==> src/rtl/mc_bus_responder.sv <==
// Responder for the MCU asynchronous parallel memory bus: synchronises and filters the strobes,
// turns writes into one-cycle register-file writes and reads into request/response bus cycles.
module mc_bus_responder #(
    parameter int DATA_WIDTH  = 16,
    parameter int ADD_WIDTH   = 6,
    parameter int SYNC_STAGES = 2,
    parameter int MIN_PULSE   = 2,
    parameter int RD_TIMEOUT  = 8
) (
    input  logic                  clk,
    input  logic                  rst,
    input  logic                  mc_ce_n,
    input  logic                  mc_we_n,
    input  logic                  mc_oe_n,
    input  logic [ADD_WIDTH-1:0]  mc_add,
    input  logic [DATA_WIDTH-1:0] mc_data_in,
    output logic [DATA_WIDTH-1:0] mc_data_out,
    output logic                  mc_data_oe,
    output logic                  wr_valid,
    output logic [ADD_WIDTH-1:0]  wr_addr,
    output logic [DATA_WIDTH-1:0] wr_data,
    output logic                  rd_req,
    output logic [ADD_WIDTH-1:0]  rd_addr,
    input  logic                  rd_valid,
    input  logic [DATA_WIDTH-1:0] rd_data,
    output logic                  err_proto,
    output logic                  err_timeout
);

    localparam int PW = $clog2(MIN_PULSE + 1);
    localparam int TW = $clog2(RD_TIMEOUT + 1);
    localparam logic [PW-1:0] P_MAX = PW'(MIN_PULSE - 1);
    localparam logic [TW-1:0] T_MAX = TW'(RD_TIMEOUT - 1);

    typedef enum logic [2:0] {
        IDLE,
        WR,
        RD_REQ,
        RD_WAIT,
        RD_DRIVE
    } state_t;

    logic [SYNC_STAGES-1:0] ce_sr, we_sr, oe_sr;
    logic [ADD_WIDTH-1:0]   add_pipe  [SYNC_STAGES];
    logic [DATA_WIDTH-1:0]  data_pipe [SYNC_STAGES];

    // NOTE: the address/data pipelines are plain flops rather than RAM, so they are reset to keep
    // the first sampled add/data defined; a true memory array would be left unreset.
    always_ff @(posedge clk or negedge rst) begin
        if (!rst) begin
            ce_sr <= '1;
            we_sr <= '1;
            oe_sr <= '1;
            for (int i = 0; i < SYNC_STAGES; i++) begin
                add_pipe[i]  <= '0;
                data_pipe[i] <= '0;
            end
        end else begin
            // NOTE: non-blocking assignments make every stage sample the previous stage's old value.
            ce_sr <= {ce_sr[SYNC_STAGES-2:0], mc_ce_n};
            we_sr <= {we_sr[SYNC_STAGES-2:0], mc_we_n};
            oe_sr <= {oe_sr[SYNC_STAGES-2:0], mc_oe_n};
            add_pipe[0]  <= mc_add;
            data_pipe[0] <= mc_data_in;
            for (int i = 1; i < SYNC_STAGES; i++) begin
                add_pipe[i]  <= add_pipe[i-1];
                data_pipe[i] <= data_pipe[i-1];
            end
        end
    end

    logic                  ce_s, we_s, oe_s;
    logic [ADD_WIDTH-1:0]  add_s;
    logic [DATA_WIDTH-1:0] data_s;
    assign ce_s   = ce_sr[SYNC_STAGES-1];
    assign we_s   = we_sr[SYNC_STAGES-1];
    assign oe_s   = oe_sr[SYNC_STAGES-1];
    assign add_s  = add_pipe[SYNC_STAGES-1];
    assign data_s = data_pipe[SYNC_STAGES-1];

    // Each counter holds the number of earlier consecutive low samples, saturating one short of MIN_PULSE.
    logic [PW-1:0] we_cnt, oe_cnt;
    logic          we_now, oe_now, we_low, oe_low;
    assign we_now = ~we_s & ~ce_s;
    assign oe_now = ~oe_s & ~ce_s;
    assign we_low = we_now && (we_cnt == P_MAX);
    assign oe_low = oe_now && (oe_cnt == P_MAX);

    always_ff @(posedge clk or negedge rst) begin
        if (!rst) begin
            we_cnt <= '0;
            oe_cnt <= '0;
        end else begin
            we_cnt <= !we_now ? '0 : (we_cnt == P_MAX) ? we_cnt : we_cnt + 1'b1;
            oe_cnt <= !oe_now ? '0 : (oe_cnt == P_MAX) ? oe_cnt : oe_cnt + 1'b1;
        end
    end

    state_t                state;
    logic                  err_lock;
    logic                  drive_q;
    logic [TW-1:0]         tmr;
    logic [ADD_WIDTH-1:0]  sh_addr;
    logic [DATA_WIDTH-1:0] sh_data;

    always_ff @(posedge clk or negedge rst) begin
        if (!rst) begin
            state       <= IDLE;
            err_lock    <= 1'b0;
            drive_q     <= 1'b0;
            tmr         <= '0;
            sh_addr     <= '0;
            sh_data     <= '0;
            mc_data_out <= '0;
            wr_valid    <= 1'b0;
            wr_addr     <= '0;
            wr_data     <= '0;
            rd_req      <= 1'b0;
            rd_addr     <= '0;
            err_proto   <= 1'b0;
            err_timeout <= 1'b0;
        end else begin
            wr_valid    <= 1'b0;
            rd_req      <= 1'b0;
            err_proto   <= 1'b0;
            err_timeout <= 1'b0;
            if (we_s && oe_s) err_lock <= 1'b0;

            case (state)
                IDLE: begin
                    if (!err_lock) begin
                        if (we_low && oe_low) begin
                            err_proto <= 1'b1;
                            err_lock  <= 1'b1;
                        end else if (we_low) begin
                            sh_addr <= add_s;
                            sh_data <= data_s;
                            state   <= WR;
                        end else if (oe_low) begin
                            rd_req  <= 1'b1;
                            rd_addr <= add_s;
                            tmr     <= '0;
                            state   <= RD_REQ;
                        end
                    end
                end

                WR: begin
                    if (ce_s) begin
                        state <= IDLE;
                    end else if (we_s) begin
                        wr_valid <= 1'b1;
                        wr_addr  <= sh_addr;
                        wr_data  <= sh_data;
                        state    <= IDLE;
                    end else begin
                        sh_addr <= add_s;
                        sh_data <= data_s;
                    end
                end

                // rd_valid is accepted from the request cycle on, so zero-latency returns also work.
                RD_REQ, RD_WAIT: begin
                    if (ce_s) begin
                        state <= IDLE;
                    end else if (rd_valid || tmr == T_MAX) begin
                        err_timeout <= !rd_valid;
                        if (!oe_s) begin
                            mc_data_out <= rd_valid ? rd_data : '0;
                            drive_q     <= 1'b1;
                            state       <= RD_DRIVE;
                        end else begin
                            state <= IDLE;
                        end
                    end else begin
                        tmr   <= tmr + 1'b1;
                        state <= RD_WAIT;
                    end
                end

                RD_DRIVE: begin
                    if (ce_s || oe_s) begin
                        drive_q     <= 1'b0;
                        mc_data_out <= '0;
                        state       <= IDLE;
                    end
                end

                default: state <= IDLE;
            endcase
        end
    end

    // Contention guard: the pad driver drops in the same cycle the synchronised OE or CE goes high.
    assign mc_data_oe = drive_q && (state == RD_DRIVE) && !oe_s && !ce_s;

endmodule

==> config.mk <==
export PLATFORM = sky130hd
export DESIGN_NAME = mc_bus_responder
export DESIGN_NICKNAME = d
export VERILOG_FILES = /design/src/rtl/mc_bus_responder.sv
export SDC_FILE = /design/constraint.sdc
export NUM_CORES = 1
export LEC_CHECK = 0
export ABC_AREA = 0
export CAP_MARGIN = 20
export CELL_PAD_IN_SITES_DETAIL_PLACEMENT = 0
export CELL_PAD_IN_SITES_GLOBAL_PLACEMENT = 1
export CORE_MARGIN = 2
export CORE_UTILIZATION = 42
export CTS_CLUSTER_DIAMETER = 50
export DETAILED_ROUTE_END_ITERATION = 8
export GPL_TIMING_DRIVEN = 0
export PLACE_DENSITY = 0.89
export REMOVE_ABC_BUFFERS = 1
export SYNTH_ARGS = -nofsm -noshare
export SYNTH_HDL_FRONTEND = slang
export SYNTH_SLANG_ARGS = --single-unit
==> constraint.sdc <==
create_clock -name clk -period 3.2 [get_ports clk]
set_clock_uncertainty 0.15 [all_clocks]
set_input_delay 0.48 -clock clk [delete_from_list [all_inputs] [get_ports clk]]
set_output_delay 0.48 -clock clk [all_outputs]
set_load 0.01 [all_outputs]
==> results of run 1 <==
Yosys cell counts, drive strengths merged, types with 2 or more instances:
cell	instances
a21oi	3
a22o	16
a31oi	3
buf	8
clkbuf	3
dfrtp	127
dfstp	6
ha	3
inv	7
mux2	50
nand2b	2
nand3	4
nor2	11
nor2b	3
nor3	4
nor3b	2
o211ai	2
o21ai	2
o22ai	2
or2	2
or4	3
xor2	2
through the flow:
step | hold slack (ps) | worst slack (ps) | power [mW] | utilization, % | cells
2_1_floorplan | 34.41 | -305.3 | 3.004 | - | 271
3_3_place_gp | 182.5 | -3431 | 3.667 | 52.32 | 503
3_5_place_dp | 184.7 | 664.4 | 3.741 | 53.12 | 508
4_1_cts | 190.7 | 460.8 | 5.559 | 58.36 | 540
5_1_grt | 187.8 | 411.8 | 5.776 | 58.36 | 540
6_report | 197.2 | 507.0 | 5.472 | 58.36 | 540
critical path, stage by stage (launching register included):
cell and delay, ps:
dfrtp_1 470, nor2_1 290, and4_1 240, clkdlybuf4s50_1 550
power by group through the flow:
stage,clock [mW],sequential [mW],combinational [mW]
final,1.77,2.39,1.31
after global routing,1.91,2.45,1.41
after CTS,1.83,2.39,1.33
after detailed placement,0,2.42,1.32
after global placement,0,2.39,1.28
after floorplan,0,2.47,0.538
layer usage:
metal,track usage (%),up-vias,wire length [um]
met4,7.234,0,133
li1,-,1217,-
met1,20.44,1321,3670
met2,23.97,60,4175
met3,5.425,10,333
met5,0,-,0
cells in the final DEF, fill, tap and decap left out, types with 2 or more instances in the layout:
cell             instances
o21ai_0                  2
or4_1                    3
inv_6                    4
nand2b_1                 2
nand3_1                  4
mux2_2                  44
clkdlybuf4s50_1         91
xor2_1                   2
mux2_4                   6
o22ai_1                  2
or2_2                    2
clkbuf_16               16
a31oi_1                  3
clkinvlp_4               5
buf_6                    3
inv_1                    7
nor3_1                   4
ha_1                     3
clkinv_4                 2
nor2b_1                  3
nor2_1                  11
clkbuf_8                 2
o211ai_1                 2
dfrtp_1                127
dfstp_2                  6
a22o_1                  16
a21oi_1                  3
worst max-delay path by stage:
| stage | startpoint | endpoint | slack, ps | cells past startpoint |
|---|---|---|---|---|
| 2_1_floorplan | we_sr[1]$_DFF_PN1_ | wr_addr[0]$_DFFE_PN0P_ | -310 | 3 |
| 3_3_place_gp | rst | mc_data_out[12]$_DFFE_PN0P_ | -3430 | 1 |
| 3_5_place_dp | oe_cnt[0]$_DFFE_PN0P_ | sh_data[5]$_DFFE_PN0P_ | 660 | 6 |
| 4_1_cts | state[1]$_DFFE_PN0P_ | mc_data_oe | 460 | 3 |
| 5_1_grt | state[1]$_DFFE_PN0P_ | mc_data_oe | 410 | 3 |
| 6_report | state[1]$_DFFE_PN0P_ | mc_data_oe | 510 | 3 |
sequential cells by signal, summed over array words and instances, names as in the netlist, 3 cells and up:
signal,count
data_pipe,16
data_s,16
mc_data_out,16
sh_data,16
wr_data,16
add_pipe,6
add_s,6
rd_addr,6
sh_addr,6
wr_addr,6
tmr,4
state,3
final cells by class:
class	instances	area share (%)
inverters	7	0.4190
flip-flops and latches	133	53.19
well taps	140	2.793
repair buffers	98	16.02
clock inverters	13	1.995
multi-input cells	131	18.76
clock buffers	18	6.824
repair_timing:
action                     CTS  global route
hold buffers                 1             0
hold endpoints to repair    26             0
setup endpoints to repair    0             0
kinds of logic after synthesis:
| group | count (synthesis) | share of synthesized area, % |
|---|---|---|
| compound gates | 34 | 5.918 |
| xor+xnor | 3 | 0.5728 |
| fa+ha+maj | 3 | 0.8182 |
| buf+inv | 18 | 1.936 |
| flops | 133 | 72.70 |
| mux | 50 | 12.76 |
| simple gates | 41 | 5.291 |
==> metrics.md, run 1 <==
| Metric | Value |
|---|---|
| Status | complete, no violations |
| Sw Pwr | 1.460 mW |
| Clock slew at reported path FFs | 60 ps |
| Vias in the first global route | 2684 |
| Crit path DAT | 2060 ps |
| Final wirelength | 8313 um |
| Iter 0 DRT Violations | 136 |
| Flop pwr share | 43.7% |
| Pre-antenna DRT Iters | 4 |
| Final instance area | 6271 sq um |
| Antenna diode count | 0 |
| Avg Cell Area, Syn | 16.27 sq um |
| Setup TNS | 0 ps |
| Critical Path RT | 2570 ps |
| Clk root buf | clkbuf_8 |
| CTS sink cnt | 133 |
| Synth unique cells | 43 |
| Fin crit period | 2693 ps |
| Cells after Synth | 282 |
| Synthesized area | 4588 sq um |
| CTS tree | done |
| First-pass GRT wire length | 13700 um |
| Final net count | 435 |
| Drt wl/cell | 15.39 um |
| Leak | 2.782 nW |
| Finish-stage setup viols | 0 |
| Max Clock Freq | 371.3 MHz |
| Crit start category | register |
| Async S/R FF share, synth | 100.0% |
| HP Class | reg2reg |
| Clk buf depth | 2 |
| Combinational group share of total power | 23.9% |
| Worst slew pin tran | 897.3 ps |
| Core area | 10750 sq um |
| Hold Crit Endpoint | data_s[4]$_DFF_PN0_ |
| # IOs | 93 |
| Die H | 108.5 um |
| Period utilisation layout | 84.15% |
| H-tree Lvls | 4 |
| Crit end category | output port |
| Sw frac | 26.69% |
| Vias | 2608 |
| Layout cells sized above 1 | 24.75% |
| Vias per inst | 4.830 |
| Area of the multi-input gates | 1176 sq um |
| Gr ovfl total | 0 |
| Worst slew margin | 39.68% |
| R2r worst-path depth | 6 |
| Num CTS Buffers | 17 |
| RSZ-0062 raised after global routing | no |
| Fillers | 863 |
| Initial antenna violation count | 0 |
| Reg-to-reg setup timing slack | 660 ps |
| Max cap viols | 0 |
| Row Count | 38 |
| Skew-Pair Late Insertion Delay | 520 ps |
| Worst-path maximum fanout | 7 |
| Register Area | 3336 sq um |
| Sequential area share after synthesis | 72.70% |
| Max-slew violations | 0 |
| Synth area leader | dfrtp_1 |
| Worst R2R Start | oe_cnt[0]$_DFFE_PN0P_ |
| Die X | 108.5 um |
| Hold Vio Cnt, Final | 0 |
| PwrDens | 872.6 nW/um^2 |
| Warning count from the yosys run | 0 |
| Critical path type | reg2out |
| Top cell type's share of synthesized area | 69.27% |
| Worst r2r dst | sh_data[12]$_DFFE_PN0P_ |
| Cell Area, Placed | 5708 sq um |
| Die area | 11780 sq um |
| Seq cells post-synth | 133 |
| Area contributors post-synth | dfrtp_1, mux2_2, dfstp_2 |
| Final HPWL DP | 5503 um |
| Gpl congestion | 0.7788 |
| Clock Power Share | 32.4% |
| Worst VDD drop | 0.4191 mV |
| Post-route ant nets | 0 |
| Post-synth EDFFs | 0 |
| Post-CTS Resized | 0 |
| Gr usage total | 15.77% |
| Cell Int Power | 4.012 mW |
| Hold Crit Start | data_pipe[20]$_DFF_PN0_ |
| Hold-critical path depth | 0 |
| Synth Flop Type | dfrtp_1 |
| # port buffers | 92 |
| Area Growth Syn to Fin | 36.68% |
| Initial core utilization | 42.70% |
| DRC violations left | 0 |
| Largest net degree at the start of global routing | 108 |
| Post-CTS setup buffer count | 0 |
(Power assumes the default switching activity.)
==> inputs of run 2 (changes only) <==
CORE_UTILIZATION = 38   (was 42)
PLACE_DENSITY = 0.85   (was 0.89)
clock period = 2.37 ns   (was 3.2 ns; I/O delays follow)
==> run 2 against run 1 <==
Net effect: core utilization decreased by 4.9 points; total power increased by 39%; critical path type unchanged; global-route usage decreased by 0.72 points; clock power increased by 44%; sequential power increased by 35%; sequential cell count unchanged; first-iteration DRC count decreased by 12%; register-to-register slack got worse by 500 ps.
==> metrics.md, run 2 (synthesis results as in run 1) <==
| Metric | Value |
|---|---|
| Status | complete, no violations |
| Top delay family on crit path | buffers and inverters |
| Worst-path maximum fanout | 5 |
| Die H | 113.9 um |
| Cell Area, Placed | 5725 sq um |
| CTS tree | done |
| Gpl congestion | 0.7774 |
| Worst slew margin | 44.22% |
| Slowest-stage cell, CP | clkdlybuf4s50_1 |
| Commonest non-fill, non-tap cell in the layout | dfrtp_1 |
| Skew-Pair Late Insertion Delay | 410 ps |
| Max cap viols | 0 |
| Flop pwr share | 42.5% |
| Die X | 113.9 um |
| # IOs | 93 |
| First-pass GRT wire length | 14680 um |
| Core area | 11910 sq um |
| Antenna diode count | 0 |
| Gr ovfl total | 0 |
| Period utilisation layout | 96.72% |
| Vias in the first global route | 2926 |
| Pre-antenna DRT Iters | 4 |
| Worst slew pin tran | 836.7 ps |
| Fillers | 998 |
| Combinational group share of total power | 24.0% |
| Register Area | 3337 sq um |
| Commonest cells after routing, fill and taps aside | dfrtp_1, clkdlybuf4s50_1, mux2_2 |
| Hold Crit Start | data_pipe[31]$_DFF_PN0_ |
| Max Clock Freq | 436.2 MHz |
| Fin crit period | 2292 ps |
| Hold Vio Cnt, Final | 0 |
| Clock Power Share | 33.5% |
| Clock slew at reported path FFs | 60 ps |
| Num CTS Buffers | 17 |
| Worst VDD drop | 0.5629 mV |
| Largest net degree at the start of global routing | 105 |
| Finish-stage setup viols | 0 |
| Final HPWL DP | 5713 um |
| Area Growth Syn to Fin | 38.89% |
| Final wirelength | 8668 um |
| RSZ-0062 raised after global routing | no |
| Critical Path RT | 1860 ps |
| Critical-path cell list | nor2_4 > and4_1 > clkdlybuf4s50_1 |
| PwrDens | 1193 nW/um^2 |
| Total power | 7.603 mW |
| Cell Int Power | 5.658 mW |
| Clk root buf | clkbuf_16 |
| Crit end category | output port |
| DRC violations left | 0 |
| Area of the multi-input gates | 1190 sq um |
| CP Buf/Inv Count | 1 |
| R2r worst-path depth | 4 |
| Die area | 12970 sq um |
| # port buffers | 92 |
| Vias | 2657 |
| Final net count | 440 |
| Sw Pwr | 1.945 mW |
| H-tree Lvls | 4 |
| HP Class | reg2reg |
| Initial core utilization | 38.52% |
| Worst R2R Start | state[1]$_DFFE_PN0P_ |
| Clk buf depth | 2 |
| Post-route ant nets | 0 |
| Vias per inst | 4.805 |
| Max-slew violations | 0 |
| Final instance area | 6372 sq um |
| Drt wl/cell | 15.67 um |
| Iter 0 DRT Violations | 120 |
| Crit start category | register |
| Critical Path Start | state[1]$_DFFE_PN0P_ |
| Critical path type | reg2out |
| Gr usage total | 15.05% |
| Row Count | 40 |
| Crit path DAT | 1790 ps |
| Initial antenna violation count | 0 |
| Crit path capture | mc_data_oe |
| Worst r2r dst | rd_addr[4]$_DFFE_PN0P_ |
| Crit path largest cell delay | 550 ps |
| Layout cells sized above 1 | 25.86% |
| Sw frac | 25.58% |
| Reg-to-reg setup timing slack | 160 ps |
| Crit. path cell count | 3 |
| Leak | 2.838 nW |
| CTS sink cnt | 133 |
-- run 2: cell types whose count changed in the layout (fill, tap and decap cells not counted), moves of 3 or more --
cell,previous run,this run
inv_6,4,0
buf_4,1,7
clkbuf_1,0,4
clkinvlp_4,5,2
-- run 2: worst min path at each step --
| stage | end | cells after the start |
|---|---|---|
| 2_1_floorplan | add_pipe[10]$_DFF_PN0_ | 0 |
| 3_3_place_gp | data_s[8]$_DFF_PN0_ | 0 |
| 3_5_place_dp | data_pipe[28]$_DFF_PN0_ | 1 |
| 4_1_cts | ce_sr[0]$_DFF_PN1_ | 1 |
| 5_1_grt | ce_sr[0]$_DFF_PN1_ | 1 |
| 6_report | data_s[15]$_DFF_PN0_ | 0 |
-- run 2: stage by stage --
step	hold WS, ps	cells	setup slack [ps]	util, %	TNS [ps]
after global routing	171.4	553	7.568	53.50	0
after global placement	181.3	510	-4175	47.27	-639230
final	191.4	553	77.68	53.50	0
after floorplan	-90.09	271	-1135	-	-30770
after CTS	180.8	551	27.05	53.35	0
after detailed placement	98.09	515	-171.2	48.07	-2093
-- run 2: final cells by class --
class | instances | share of cell area [%]
sequential | 133 | 52.37
multi-input combinational | 131 | 18.67
timing repair buffer | 103 | 16.49
clock buffer | 24 | 7.559
tap | 147 | 2.886
clock inverter | 8 | 1.610
inverter | 7 | 0.4123
-- run 2: power by group through the flow --
| stage | logic, mW | registers [mW] | clock network [mW] |
|---|---|---|---|
| floorplan | 0.727 | 3.33 | 0 |
| global placement | 1.73 | 3.23 | 0 |
| detailed placement | 1.80 | 3.26 | 0 |
| CTS | 1.83 | 3.25 | 2.62 |
| global route | 1.97 | 3.31 | 2.74 |
| finish | 1.82 | 3.23 | 2.55 |
-- run 2: per-layer routing --
layer / vias to the layer above / wire length [um] / global-route usage, %
met5: - / 0 / 0
met4: 0 / 133 / 6.585
met3: 13 / 446 / 6.376
met2: 62 / 4303 / 23.27
met1: 1356 / 3783 / 18.55
li1: 1226 / - / -
-- run 2: timing repair --
action / in CTS / in global routing
gates resized for setup: 4 / 1
setup buffers: 3 / 2
setup endpoints to repair: 23 / 7
endpoints found under the hold margin: 29 / 0
hold buffers: 1 / 0
pin swaps: 1 / 1
-- run 2: worst register-to-register path, stage by stage, from the launching register on --
cell and delay, ps:
dfrtp_2 440, buf_4 160, or3_1 370, or4_4 650, mux2_4 330
